**config.mk**
```make
export PLATFORM = sky130hd
export DESIGN_NAME = freq_meter
export DESIGN_NICKNAME = d
export VERILOG_FILES = /design/src/rtl/freq_meter.sv
export SDC_FILE = /design/constraint.sdc
export NUM_CORES = 1
export LEC_CHECK = 0
export ABC_AREA = 1
export BUFFER_PORTS_ARGS = -buffer_cell sky130_fd_sc_hd__buf_2
export CELL_PAD_IN_SITES_DETAIL_PLACEMENT = 2
export CELL_PAD_IN_SITES_GLOBAL_PLACEMENT = 2
export CORE_ASPECT_RATIO = 1.25
export CORE_UTILIZATION = 35
export DETAILED_ROUTE_END_ITERATION = 8
export PLACE_DENSITY_LB_ADDON = 0.2
export SLEW_MARGIN = 20
export SYNTH_ARGS = -nofsm -noshare
export SYNTH_HDL_FRONTEND = slang
export SYNTH_SLANG_ARGS = --single-unit
```
**constraint.sdc**
```tcl
create_clock -name clk_in -period 2.5 [get_ports clk_in]
set_input_delay 0.25 -clock clk_in [delete_from_list [all_inputs] [get_ports clk_in]]
set_output_delay 0.25 -clock clk_in [all_outputs]
set_load 0.01 [all_outputs]
```
**src/rtl/freq_meter.sv**
```systemverilog
// freq_meter: gated frequency counter. Counts rising edges of the asynchronous
// sig_in over back-to-back windows of GATE_CYCLES clk_in cycles and publishes
// each window's count with a one-cycle freq_valid strobe.
// Optional feature macro: FREQ_METER_PERIOD_EN adds period_cycles/period_valid,
// the clk_in cycle count between consecutive rising edges while gating.
module freq_meter #(
  parameter int unsigned GATE_CYCLES = 50000,
  parameter int unsigned CNT_W       = 32
) (
  input  logic             clk_in,
  input  logic             rst_n,
  input  logic             en,
  input  logic             sig_in,
  output logic [CNT_W-1:0] freq_count,
  output logic             freq_valid,
  output logic             overflow,
`ifdef FREQ_METER_PERIOD_EN
  output logic [31:0]      period_cycles,
  output logic             period_valid,
`endif
  output logic             busy
);

  typedef enum logic [1:0] {
    IDLE = 2'd0,
    ARM  = 2'd1,
    GATE = 2'd2
  } state_e;

  localparam logic [31:0]      GATE_LAST = 32'(GATE_CYCLES - 1);
  localparam logic [CNT_W-1:0] CNT_MAX   = '1;

  state_e           state_q;
  logic [1:0]       arm_cnt_q;
  logic [31:0]      gate_cnt_q;
  logic [CNT_W-1:0] edge_cnt_q;
  logic             ovf_q;
  logic [CNT_W-1:0] freq_count_q;
  logic             freq_valid_q;
  logic             overflow_q;
  logic             busy_q;

  logic             sync1_q;
  logic             sync2_q;
  logic             prev_q;

  logic             edge_d;
  logic [CNT_W:0]   close_sum_d;
  logic             close_sat_d;
  logic             window_end_d;

  // Two-flop synchronizer plus a history flop for rising-edge detection.
  always_ff @(posedge clk_in or negedge rst_n) begin
    if (!rst_n) begin
      sync1_q <= 1'b0;
      sync2_q <= 1'b0;
      prev_q  <= 1'b0;
    end else begin
      sync1_q <= sig_in;
      sync2_q <= sync1_q;
      prev_q  <= sync2_q;
    end
  end

  // Edge pulse and the closing-cycle sum; an edge landing in the closing
  // cycle is folded into the window that is being published.
  always_comb begin
    edge_d       = sync2_q & ~prev_q;
    close_sum_d  = {1'b0, edge_cnt_q} + (CNT_W+1)'(edge_d);
    close_sat_d  = (close_sum_d >= {1'b0, CNT_MAX});
    window_end_d = (gate_cnt_q == GATE_LAST);
  end

  // Control FSM with window/edge counters and registered result outputs.
  always_ff @(posedge clk_in or negedge rst_n) begin
    if (!rst_n) begin
      state_q      <= IDLE;
      arm_cnt_q    <= '0;
      gate_cnt_q   <= '0;
      edge_cnt_q   <= '0;
      ovf_q        <= 1'b0;
      freq_count_q <= '0;
      freq_valid_q <= 1'b0;
      overflow_q   <= 1'b0;
      busy_q       <= 1'b0;
    end else begin
      freq_valid_q <= 1'b0;
      if (!en) begin
        state_q    <= IDLE;
        busy_q     <= 1'b0;
        arm_cnt_q  <= '0;
        gate_cnt_q <= '0;
        edge_cnt_q <= '0;
        ovf_q      <= 1'b0;
      end else begin
        case (state_q)
          IDLE: begin
            state_q   <= ARM;
            busy_q    <= 1'b1;
            arm_cnt_q <= '0;
          end
          ARM: begin
            if (arm_cnt_q == 2'd2) begin
              state_q    <= GATE;
              arm_cnt_q  <= '0;
              gate_cnt_q <= '0;
              edge_cnt_q <= '0;
              ovf_q      <= 1'b0;
            end else begin
              arm_cnt_q <= arm_cnt_q + 2'd1;
            end
          end
          GATE: begin
            if (window_end_d) begin
              // Publish and restart in the same edge so windows abut.
              freq_count_q <= close_sat_d ? CNT_MAX : close_sum_d[CNT_W-1:0];
              overflow_q   <= ovf_q | close_sat_d;
              freq_valid_q <= 1'b1;
              gate_cnt_q   <= '0;
              edge_cnt_q   <= '0;
              ovf_q        <= 1'b0;
            end else begin
              gate_cnt_q <= gate_cnt_q + 32'd1;
              if (edge_d && (edge_cnt_q != CNT_MAX)) begin
                edge_cnt_q <= edge_cnt_q + CNT_W'(1);
                if (edge_cnt_q == (CNT_MAX - CNT_W'(1))) begin
                  ovf_q <= 1'b1;
                end
              end
            end
          end
          default: begin
            state_q <= IDLE;
            busy_q  <= 1'b0;
          end
        endcase
      end
    end
  end

  assign freq_count = freq_count_q;
  assign freq_valid = freq_valid_q;
  assign overflow   = overflow_q;
  assign busy       = busy_q;

`ifdef FREQ_METER_PERIOD_EN
  logic [31:0] per_cnt_q;
  logic        per_run_q;
  logic [31:0] period_q;
  logic        period_valid_q;

  // Edge-to-edge cycle counter; the first edge in GATE only arms it.
  always_ff @(posedge clk_in or negedge rst_n) begin
    if (!rst_n) begin
      per_cnt_q      <= '0;
      per_run_q      <= 1'b0;
      period_q       <= '0;
      period_valid_q <= 1'b0;
    end else begin
      period_valid_q <= 1'b0;
      if ((state_q == GATE) && en) begin
        if (edge_d) begin
          per_cnt_q <= 32'd1;
          per_run_q <= 1'b1;
          if (per_run_q) begin
            period_q       <= per_cnt_q;
            period_valid_q <= 1'b1;
          end
        end else if (per_run_q && (per_cnt_q != '1)) begin
          per_cnt_q <= per_cnt_q + 32'd1;
        end
      end else begin
        per_cnt_q <= '0;
        per_run_q <= 1'b0;
      end
    end
  end

  assign period_cycles = period_q;
  assign period_valid  = period_valid_q;
`endif

endmodule

```
==> results by group, run 1 <==
Detailed routing
  • Routed WL per cell: between 20 and 30 um
  • Vias: between 8000 and 9000
  • Final WL: 37190 um
  • Drt drc: 0
  • Vias/cell: around 5.6
  • Final ANT Viol Nets: 0
  • DR pass1 iterations: 4
  • Initial DRC Count: 369

Finish
  • Share of layout cells above drive strength 1: between 20% and 30%
  • Final #Nets: 1190
  • Sequential cell area: about 2700 um2
  • Fillers: 2365
  • Multi-input gate area: ~4300 um2
  • Ant. Diodes: 0
  • Synth-to-layout area growth: 29.84%
  • Final Non-Filler Cells: between 1000 and 1500

Worst setup path
  • Worst r2r path cells: 16
  • Slowest CP cell: dfrtp_1
  • Setup CP Type: reg2reg
  • Crit-path leading delay family: simple AND/OR/NAND/NOR gates
  • CP endpoint: freq_count[19]$_DFFE_PN0P_
  • Crit-path max FO: 8
  • Critical Path Sink Type: register
  • CP required: 2.82 ns
  • Element type at the critical path start: register
  • Register-to-register setup slack: -0.40 ns
  • Setup crit start: edge_cnt_q[16]$_DFFE_PN0P_
  • Worst reg2reg startpoint: edge_cnt_q[16]$_DFFE_PN0P_
  • Worst path depth: 16
  • Critical path buffers and inverters: 3
  • R2r endpoint: freq_count[19]$_DFFE_PN0P_
  • WP data arrival: 3.22 ns
  • CP cell instances: nand2_1, nor2_1, buf_4, nand2_1, nor2_1, nand3_1, nand2_1, nand2_1, nor2_2, nand2_2, nor2_4, nand2_4, clkbuf_16, nand3_2, nand2_1, inv_1
  • Worst path max stage delay: around 0.53 ns
  • Crit-path most repeated cell: nand2_1

Timing
  • Final worst-path setup slack: -0.4047 ns
  • Measured slew at the worst slew-check pin: between 0.6 and 0.7 ns
  • Final Critical Period: slightly below 3 ns
  • Setup Viol. Count Final: 39
  • Final Slew Violations: 0
  • Max Clock Skew: roughly 0.012 ns
  • Hold Vio Cnt, Final: 0
  • Hold slack: approximately 0.36 ns
  • Setup TNS Final: -8.957 ns
  • Relative slew slack: a little over half
  • Tcrit/Tclk final: 116.2%
  • F_max: 344.3 MHz
  • RSZ-0062 raised after global routing: true

GRT
  • Tot GR Track Use: between 30% and 40%
  • Vias in the first global route: 8817
  • Remaining global-route overflow: 0
  • Pin count of the biggest net entering global routing: 43
  • Wire length of the first global-routing pass: 47900 um
  • Initial antenna violation count: 0

Placed design
  • Place WS: -0.2826 ns
  • DP HPWL: roughly 21000 um
  • Placed cells: roughly 1400
  • Placer Congestion: between 0.8 and 0.9
  • PortBufs: 38

Yosys
  • Syn Area/Cell: 6.762 um2
  • Syn_nets: roughly 1100
  • Yosys warns: 0
  • Count of different cell masters after synthesis: 36
  • Register area share after synthesis: 37.50%
  • Mapped cell area: 7141 um2
  • #FFs+latches synth: 107
  • Mapped Cells: between 1000 and 1500

Run status
  • Failing checks: negative setup slack
  • Outcome: complete, but fails checks

CTS
  • CTS clk-pin slew, worst paths: 0.08 ns
  • Clock Path Buffers: 2
  • H-tree Lvls: 3
  • CTS tree: yes
  • Clock latency on the worst-skew pair: a little under 0.4 ns
  • Cts bufs inserted: 9
  • CTS Sinks: ~110
  • Clk root buf: clkbuf_16

Floorplanning
  • Die H: roughly 160 um
  • FP Rows: just under 60
  • I/O pin count: 39
  • Starting density of the core: a little over a third
  • Core box area: 20030 um2
  • Width of the die: about 130 um
  • Full die area: approximately 21000 um2

Pwr
  • Pleak: between 4 and 5 nW
  • PwrDens: slightly below 500 nW/um2
  • Maximum vdd drop: 366.0 uV

Worst hold path
  • Hold_sp: en
  • Hold Crit Class: in2reg

Run
  • Max-Cap Viols: 0
cell families (layout without fill, tap and decap cells):
group | Yosys count | after routing | synth area share (%)
DFF | 107 | 107 | 37.50
adders and majority gates | 9 | 9 | 1.577
AOI/OAI and AO/OA | 74 | 74 | 5.485
and+or+nand+nor | 643 | 643 | 40.51
buffers and inverters | 183 | 309 | 10.02
xor gates and xnor gates | 40 | 40 | 4.906
area by class of cell:
type / instances / area share, %
Tap cell: 270 / 3.644
Clock inverter: 6 / 0.7557
Multi-Input combinational cell: 766 / 46.14
Clock buffer: 10 / 2.578
Sequential cell: 107 / 28.97
Inverter: 154 / 6.343
Timing Repair Buffer: 139 / 11.57
layer usage:
| layer | share of wire (%) | vias up | track usage, % |
|---|---|---|---|
| li1 | - | 3583 | - |
| met1 | 35 | 4061 | 29.89 |
| met2 | 54 | 257 | 58.85 |
| met3 | 3.8 | 161 | 3.953 |
| met4 | 8.1 | 0 | 20.35 |
| met5 | 0 | - | 0 |
per-stage QoR:
stage / power [mW] / cell area [um2] / util (%)
floorplan: 2.322 / 7141 / -
global placement: 2.750 / 8169 / 40.79
detailed placement: 2.785 / 8169 / 40.79
CTS: 4.375 / 8700 / 43.43
global route: 4.611 / 9271 / 46.29
finish: 4.504 / 9271 / 46.29
where the power goes:
part / switching, mW / total (mW) / internal [mW]
Sequential: 0.0401 / 1.81 / 1.77
Combinational: 0.790 / 1.06 / 0.274
Clock: 0.811 / 1.63 / 0.819
cells in the mapped netlist:
library cell	n	area [um2]
a211oi_1	1	7.510
a21oi_1	17	85.08
a2bb2oi_1	1	8.760
and2_1	1	6.260
and3_1	1	6.260
buf_1	5	18.77
buf_2	5	25.02
buf_6	3	33.78
clkbuf_1	16	60.06
clkinv_1	2	7.510
dfrtp_1	107	2678
ha_1	9	112.6
inv_1	149	559.3
inv_2	3	11.26
nand2_1	240	900.9
nand2_2	6	37.54
nand3_1	113	565.5
nand3b_1	2	15.01
nand4_1	28	175.2
nor2_1	148	555.5
nor2_2	8	50.05
nor2_4	5	56.30
nor3_1	46	230.2
nor3_2	1	10.01
nor3b_1	2	15.01
nor4_1	8	50.05
nor4_2	1	12.51
o211a_1	1	10.01
o21ai_0	43	215.2
o21ai_1	6	30.03
o21bai_1	1	7.510
o22ai_1	2	12.51
o31ai_1	2	15.01
or2_2	33	206.5
xnor2_1	5	43.79
xor2_1	35	306.5
worst register-to-register path, cell delays in order, from the launching register on:
cell and delay [ns]:
dfrtp_1 0.53, nand2_1 0.18, nor2_1 0.22, buf_4 0.17, nand2_1 0.08, nor2_1 0.24
nand3_1 0.13, nand2_1 0.13, nand2_1 0.07, nor2_2 0.13, nand2_2 0.09, nor2_4 0.19
nand2_4 0.16, clkbuf_16 0.22, nand3_2 0.09, nand2_1 0.12, inv_1 0.10
state kept, by name, summed over array words and instances (netlist names):
| name | cells |
|---|---|
| prev_q | 1 |
| sync1_q | 1 |
| arm_cnt_q | 2 |
| freq_count | 32 |
| edge_cnt_q | 32 |
| overflow | 1 |
| sync2_q | 1 |
| state_q | 2 |
| busy | 1 |
| ovf_q | 1 |
| gate_cnt_q | 32 |
| freq_valid | 1 |
worst min-delay path by stage:
stage / end / slack (ns) / cells after the start
after floorplan: arm_cnt_q[0]$_DFFE_PN0P_ / -0.05 / 0
after global placement: freq_count[11]$_DFFE_PN0P_ / 0.30 / 1
after detailed placement: freq_count[13]$_DFFE_PN0P_ / 0.30 / 1
after CTS: state_q[1]$_DFFE_PN0P_ / 0.28 / 4
after global routing: state_q[1]$_DFFE_PN0P_ / 0.37 / 4
final: state_q[0]$_DFFE_PN0P_ / 0.36 / 4
layout by cell type, fill, tap and decap left out, types with 4 or more instances in the layout:
cell type / n
o21ai_1: 4
o21ai_0: 43
dfrtp_1: 100
nand2_1: 216
nor2_1: 127
nand3_2: 36
nand3_1: 73
dfrtp_2: 7
nor2_2: 18
xnor2_1: 4
inv_1: 144
nor3_1: 45
nor4_1: 8
inv_2: 6
ha_1: 6
a21oi_1: 17
or2_2: 33
buf_12: 4
xor2_1: 32
nand3_4: 4
nand2_2: 26
buf_2: 37
clkbuf_16: 11
buf_4: 90
nor2_4: 16
nand4_1: 28
timing repair:
item,CTS,global route
hold buffers,2,0
cloned,1,2
gates resized for setup,34,107
pin swaps,9,47
buffers inserted,6,12
hold endpoints to repair,40,0
setup endpoints to repair,32,46
No activity file was read; power rests on OpenSTA's default activity.
==> inputs of run 2 (changes only) <==
--- a/config.mk
+++ b/config.mk
@@ -9,7 +9,7 @@
 export BUFFER_PORTS_ARGS = -buffer_cell sky130_fd_sc_hd__buf_2
 export CELL_PAD_IN_SITES_DETAIL_PLACEMENT = 2
 export CELL_PAD_IN_SITES_GLOBAL_PLACEMENT = 2
-export CORE_ASPECT_RATIO = 1.25
+export CORE_ASPECT_RATIO = 1.5
 export CORE_UTILIZATION = 35
 export DETAILED_ROUTE_END_ITERATION = 8
 export PLACE_DENSITY_LB_ADDON = 0.2
==> run 2 against run 1 <==
Compared with the run above:
- the flow still finishes with violations (negative setup slack)
- power increased by 7.6%
- clock power about the same
- routed wire length increased by 13%
- hold slack got worse by 0.11 ns
==> results by group, run 2 (synthesis gave the netlist of run 1 again) <==
Timing
  • Tcrit/Tclk final: 119.8% (+3.6 points)
  • Setup Viol. Count Final: 72 (+85%)
  • RSZ-0062 raised after global routing: true
  • F_max: 334.0 MHz (-3.0%)
  • Hold slack: 0.2465 ns (-0.1099 ns)
  • Setup TNS Final: -19.39 ns (-10.43 ns)
  • Final Critical Period: 2.994 ns (+0.08921 ns)
  • Relative slew slack: 55.21% (+1.5 points)
  • Hold Vio Cnt, Final: 0 (unchanged)
  • Final Slew Violations: 0 (unchanged)
  • Max Clock Skew: 0.02496 ns (+0.01306 ns)
  • Measured slew at the worst slew-check pin: 0.6719 ns (-0.01543 ns)
  • Final worst-path setup slack: -0.4939 ns (-0.08921 ns)

Worst hold path
  • Hold_sp: en
  • Hold worst-path end: arm_cnt_q[0]$_DFFE_PN0P_
  • Hold path cells: 3 (-1)
  • Hold Crit Class: in2reg

Floorplanning
  • FP Rows: 63 (+8.6%)
  • Width of the die: 118.6 um (-8.6%)
  • Core box area: 19860 um2 (-0.82%)
  • I/O pin count: 39 (unchanged)
  • Full die area: 20990 um2 (about the same)
  • Starting density of the core: 35.95% (+0.30 points)
  • Die H: 176.9 um (+9.4%)

Detailed routing
  • Routed WL per cell: 28.65 um (+12%)
  • Final ANT Viol Nets: 0 (unchanged)
  • Drt drc: 0 (unchanged)
  • DR pass1 iterations: 5 (+1)
  • Vias: 8596 (+6.6%)
  • Initial DRC Count: 501 (+36%)
  • Vias/cell: 5.852 (+5.4%)
  • Final WL: 42090 um (+13%)

Pwr
  • PwrDens: 501.6 nW/um2 (+3.3%)
  • Comb pwr share: 29.2% (+5.6 points)
  • Internal Power: 3.075 mW (+7.4%)
  • Sequential Power Share: 37.2% (-3.0 points)
  • Switch share: 36.52% (+0.078 points)
  • Maximum vdd drop: 419.4 uV (+15%)
  • Switch Pwr: 1.769 mW (+7.8%)
  • Pleak: 4.604 nW (+3.2%)
  • Clk pwr share: 33.6% (-2.6 points)

CTS
  • Clock latency on the worst-skew pair: 0.40 ns (about the same)
  • CTS clk-pin slew, worst paths: 0.08 ns (about the same)
  • Clock Path Buffers: 2 (unchanged)
  • Clk root buf: clkbuf_16
  • H-tree Lvls: 3 (unchanged)
  • CTS Sinks: 107 (unchanged)
  • CTS tree: yes
  • Cts bufs inserted: 9 (unchanged)

Finish
  • Most frequent cells in the layout: nand2_1 (200), inv_1 (132), nor2_1 (128)
  • Synth-to-layout area growth: 35.24%
  • Final Non-Filler Cells: 1469 (+1.2%)
  • Most common cell after layout, fill and taps aside: nand2_1
  • Final #Nets: 1218 (+2.4%)
  • Fillers: 2313 (-2.2%)
  • Final Core Density: 48.61% (+2.3 points)
  • Share of layout cells above drive strength 1: 30.85% (+3.8 points)
  • Ant. Diodes: 0 (unchanged)

Worst setup path
  • Crit-path max FO: 6 (-2)
  • R2r endpoint: freq_count[14]$_DFFE_PN0P_
  • Worst reg2reg startpoint: edge_cnt_q[15]$_DFFE_PN0P_
  • CP required: 2.82 ns (about the same)
  • Worst r2r path cells: 15 (-1)
  • Critical Path Sink Type: register
  • Setup crit start: edge_cnt_q[15]$_DFFE_PN0P_
  • Register-to-register setup slack: -0.49 ns (-0.09 ns)
  • Setup CP Type: reg2reg
  • WP data arrival: 3.32 ns (+0.10 ns)
  • Element type at the critical path start: register

Placed design
  • PortBufs: 38 (unchanged)
  • Place WS: -0.3473 ns (-0.06476 ns)
  • Placer Congestion: 0.8339 (-2.2%)
  • Placed cells: 1409 (-0.28%)
  • DP HPWL: 21940 um (+2.4%)

GRT
  • Initial antenna violation count: 0 (unchanged)
  • Tot GR Track Use: 33.78% (+3.2 points)
  • Wire length of the first global-routing pass: 53030 um (+11%)
  • Pin count of the biggest net entering global routing: 43 (unchanged)
  • Vias in the first global route: 9224 (+4.6%)
  • Remaining global-route overflow: 0 (unchanged)

Run status
  • Failing checks: negative setup slack
  • Outcome: complete, but fails checks

Run
  • Max-Cap Viols: 0 (unchanged)
## run 2: cell count changes in the layout (fill, tap and decap cells not counted), moves of 4 or more
cell / change
nand2_2: +14
nand3_4: +6
nand2_1: -16
buf_4: +20
inv_1: -12
nand3_2: -4
inv_2: +11
## run 2: layout make-up
type                    count  area [um2]  area share, %
inverters                 154       589.3          6.103
multi-input cells         766        4380          45.36
well taps                 260       325.3          3.369
flip-flops and latches    107        2684          27.79
clock inverters             4       50.05         0.5183
clock buffers              11       252.7          2.617
repair buffers            167        1375          14.24
## run 2: worst max path at each step
stage                                            end  slack [ns]  depth (start not counted)
after CTS                 freq_count[11]$_DFFE_PN0P_       -0.02                         19
after global routing      freq_count[17]$_DFFE_PN0P_       -0.53                         16
after detailed placement  freq_count[21]$_DFFE_PN0P_       -0.35                         19
after global placement    freq_count[21]$_DFFE_PN0P_       -0.18                         19
after floorplan           freq_count[21]$_DFFE_PN0P_        0.22                         15
final                     freq_count[14]$_DFFE_PN0P_       -0.49                         15
## run 2: per-layer routing
metal	part of all wire, %	up-vias	track usage (%)
met5	0	-	0
met4	9.3	0	29.54
met1	34	4384	30.52
met2	53	354	65.42
met3	4.1	223	4.285
li1	-	3635	-
## run 2: per-stage QoR
| stage | instance area [um2] | power (mW) |
|---|---|---|
| after detailed placement | 8214 | 2.750 |
| final | 9657 | 4.844 |
| after CTS | 9001 | 4.462 |
| after floorplan | 7141 | 2.322 |
| after global placement | 8214 | 2.721 |
| after global routing | 9657 | 4.929 |
## run 2: critical path, cell delays in order (launching register included)
cell and delay, ns:
dfrtp_1 0.51, nand2_1 0.15, nor2_1 0.29, nand2_1 0.22
nor2_1 0.31, nand2_1 0.10, nand2_1 0.12, nand2_2 0.10
nor2_1 0.15, nand2_1 0.11, nor2_4 0.25, nand2_8 0.15
clkbuf_16 0.20, nand3_1 0.07, nand2_1 0.07, inv_1 0.09
## run 2: what timing repair did
action	CTS	global route
endpoints found under the hold margin	41	0
pin swaps	24	53
endpoints found under the setup margin	38	77
cloned	3	2
hold buffers	2	0
gates resized for setup	76	111
buffers inserted	11	28
## run 2: power by group through the flow
stage | combinational [mW] | clock, mW | sequential (mW)
3_3_place_gp | 0.891 | 0 | 1.83
5_1_grt | 1.45 | 1.67 | 1.81
4_1_cts | 1.06 | 1.60 | 1.80
3_5_place_dp | 0.917 | 0 | 1.83
2_1_floorplan | 0.491 | 0 | 1.83
6_report | 1.41 | 1.63 | 1.80
==> inputs of run 3 (changes only) <==
--- a/config.mk
+++ b/config.mk
@@ -10,7 +10,7 @@
 export CELL_PAD_IN_SITES_DETAIL_PLACEMENT = 2
 export CELL_PAD_IN_SITES_GLOBAL_PLACEMENT = 2
 export CORE_ASPECT_RATIO = 1.5
-export CORE_UTILIZATION = 35
+export CORE_UTILIZATION = 25
 export DETAILED_ROUTE_END_ITERATION = 8
 export PLACE_DENSITY_LB_ADDON = 0.2
 export SLEW_MARGIN = 20
==> run 3 against run 2 <==
Compared with the run above:
- the run now ends clean
- highest routed layer unchanged
- register-to-register slack gained 0.52 ns
- first-iteration DRC count decreased by 58%
- die area increased by 39%
- final cell count grew 4.4%
==> results by group, run 3 (synthesis gave the netlist of run 1 again) <==
CTS
  • CTS tree: yes
  • CTS Sinks: 107 (unchanged)
  • H-tree Lvls: 3 (unchanged)
  • CTS clk-pin slew, worst paths: 0.07 ns (about the same)
  • Clk root buf: clkbuf_16
  • Clock Path Buffers: 2 (unchanged)
  • Clock latency on the worst-skew pair: 0.38 ns (-0.02 ns)
  • Cts bufs inserted: 9 (unchanged)

Finish
  • Most common cell after layout, fill and taps aside: nand2_1
  • Final #Nets: 1196 (-1.8%)
  • Share of layout cells above drive strength 1: 22.91% (-7.9 points)
  • Cell area after layout: 9179 um2 (-4.9%)
  • Ant. Diodes: 0 (unchanged)
  • Synth-to-layout area growth: 28.54%
  • Fillers: 3379 (+46%)
  • Most frequent cells in the layout: nand2_1 (229), inv_1 (145), nor2_1 (135)

Timing
  • Relative slew slack: 61.68% (+6.5 points)
  • Setup Viol. Count Final: 0 (-100%)
  • Final Critical Period: 2.475 ns (-0.5190 ns)
  • Measured slew at the worst slew-check pin: 0.5704 ns (-0.1015 ns)
  • Hold slack: 0.3238 ns (+0.07732 ns)
  • Final Slew Violations: 0 (unchanged)
  • Tcrit/Tclk final: 99.00% (-21 points)
  • Setup TNS Final: 0 ns (+19.39 ns)
  • Max Clock Skew: 0.008965 ns (-0.01599 ns)
  • RSZ-0062 raised after global routing: true
  • Hold Vio Cnt, Final: 0 (unchanged)
  • F_max: 404.1 MHz (+21%)

Detailed routing
  • Drt drc: 0 (unchanged)
  • Final ANT Viol Nets: 0 (unchanged)
  • Initial DRC Count: 211 (-58%)
  • Vias: 7428 (-14%)
  • Vias/cell: 4.845 (-17%)
  • Routed WL per cell: 18.96 um (-34%)
  • Final WL: 29060 um (-31%)
  • DR pass1 iterations: 4 (-1)

Worst setup path
  • Element type at the critical path start: register
  • WP data arrival: 2.80 ns (-0.52 ns)
  • Setup CP Type: reg2reg
  • Register-to-register setup slack: 0.03 ns (+0.52 ns)
  • Crit-path max FO: 8 (+2)
  • CP required: 2.82 ns (about the same)
  • Critical Path Sink Type: register

GRT
  • Tot GR Track Use: 20.61% (-13 points)
  • Wire length of the first global-routing pass: 45440 um (-14%)
  • Remaining global-route overflow: 0 (unchanged)
  • Met1 Resource Use GR: 20.32% (-10 points)
  • Pin count of the biggest net entering global routing: 53 (+23%)
  • Initial antenna violation count: 0 (unchanged)
  • Met2 Usage GRT: 42.91% (-23 points)
  • GR Layer Usage met3: 1.787% (-2.5 points)
  • Vias in the first global route: 8136 (-12%)
  • GR peak layer: met2

Placed design
  • Dpl cell area: 8389 um2 (+2.1%)
  • Placer Congestion: 0.8338 (about the same)
  • DP HPWL: 22850 um (+4.2%)
  • PortBufs: 38 (unchanged)

Floorplanning
  • Die H: 209.0 um (+18%)
  • FP Rows: 75 (+19%)
  • Full die area: 29260 um2 (+39%)
  • Starting density of the core: 25.45% (-10 points)
  • I/O pin count: 39 (unchanged)
  • Width of the die: 140.0 um (+18%)
  • Core box area: 28060 um2 (+41%)

Pwr
  • Maximum vdd drop: 343.6 uV (-18%)
  • Sequential Power Share: 41.0% (+3.8 points)
  • PwrDens: 479.6 nW/um2 (-4.4%)
  • Switch Pwr: 1.458 mW (-18%)
  • Comb pwr share: 22.3% (-6.9 points)
  • Internal Power: 2.945 mW (-4.2%)
  • Clk pwr share: 36.8% (+3.2 points)
  • Switch share: 33.11% (-3.4 points)
  • Pleak: 4.453 nW (-3.3%)
  • Final Power: 4.402 mW (-9.1%)

Worst hold path
  • Hold Crit Class: in2async

Run
  • Max-Cap Viols: 0 (unchanged)

Run status
  • Outcome: finished, final reports clean
[run 3: power by group through the flow]
| stage | Combinational, mW | Sequential, mW | Clock, mW |
|---|---|---|---|
| floorplan | 0.491 | 1.83 | 0 |
| global placement | 0.955 | 1.83 | 0 |
| detailed placement | 0.972 | 1.83 | 0 |
| CTS | 0.987 | 1.80 | 1.68 |
| global route | 1.07 | 1.81 | 1.73 |
| finish | 0.980 | 1.80 | 1.62 |
[run 3: area by class of cell]
cell class	count	area, um2	share of cell area, %
repair buffers	145	1117	12.17
inverters	154	585.6	6.380
clock inverters	4	75.07	0.8179
flip-flops and latches	107	2686	29.27
well taps	346	432.9	4.716
multi-input cells	766	4039	44.00
clock buffers	11	242.7	2.644
[run 3: worst max-delay path, stage by stage, from the launching register on]
cell	delay [ns]
dfrtp_1	0.36
inv_2	0.05
nor2_4	0.12
ha_4	0.16
ha_4	0.15
buf_6	0.14
nand2_1	0.11
nor2_4	0.19
nand3_2	0.09
nand2_2	0.10
nand2_1	0.06
nor2_1	0.12
nand2_2	0.10
nor2_4	0.18
nand2_4	0.12
clkbuf_16	0.20
nand3_2	0.07
nand2_1	0.06
inv_1	0.05
[run 3: final timing paths]
path,start,endpoint,cells after the start
setup / recovery,sync2_q$_DFF_PN0_,freq_count[4]$_DFFE_PN0P_,18
setup reg to reg,sync2_q$_DFF_PN0_,freq_count[4]$_DFFE_PN0P_,18
min in group clk_in,en,state_q[1]$_DFFE_PN0P_,5
max in group asynchronous,rst_n,edge_cnt_q[10]$_DFFE_PN0P_,3
hold reg to reg,sync1_q$_DFF_PN0_,sync2_q$_DFF_PN0_,0
hold / removal,rst_n,freq_count[4]$_DFFE_PN0P_,2
[run 3: layer usage]
layer  routed length (um)  part of all wire (%)
met1                10630                    37
met2                17080                    59
met3                  358                   1.2
met4                  999                   3.4
met5                    0                     0
[run 3: what timing repair did]
action,in CTS,in global routing
setup endpoints to repair,35,45
pin swaps,8,25
cloned,0,3
buffers inserted,3,6
endpoints found under the hold margin,23,0
gates resized for setup,31,53
hold buffers,2,0
[run 3: through the flow]
stage	std cells	util (%)	worst slack (ns)
after global placement	1504	29.90	-0.1352
after CTS	1524	31.63	0.009699
after floorplan	1056	-	0.2212
final	1533	32.71	0.02506
after detailed placement	1504	29.90	-0.2450
after global routing	1533	32.71	-0.1190
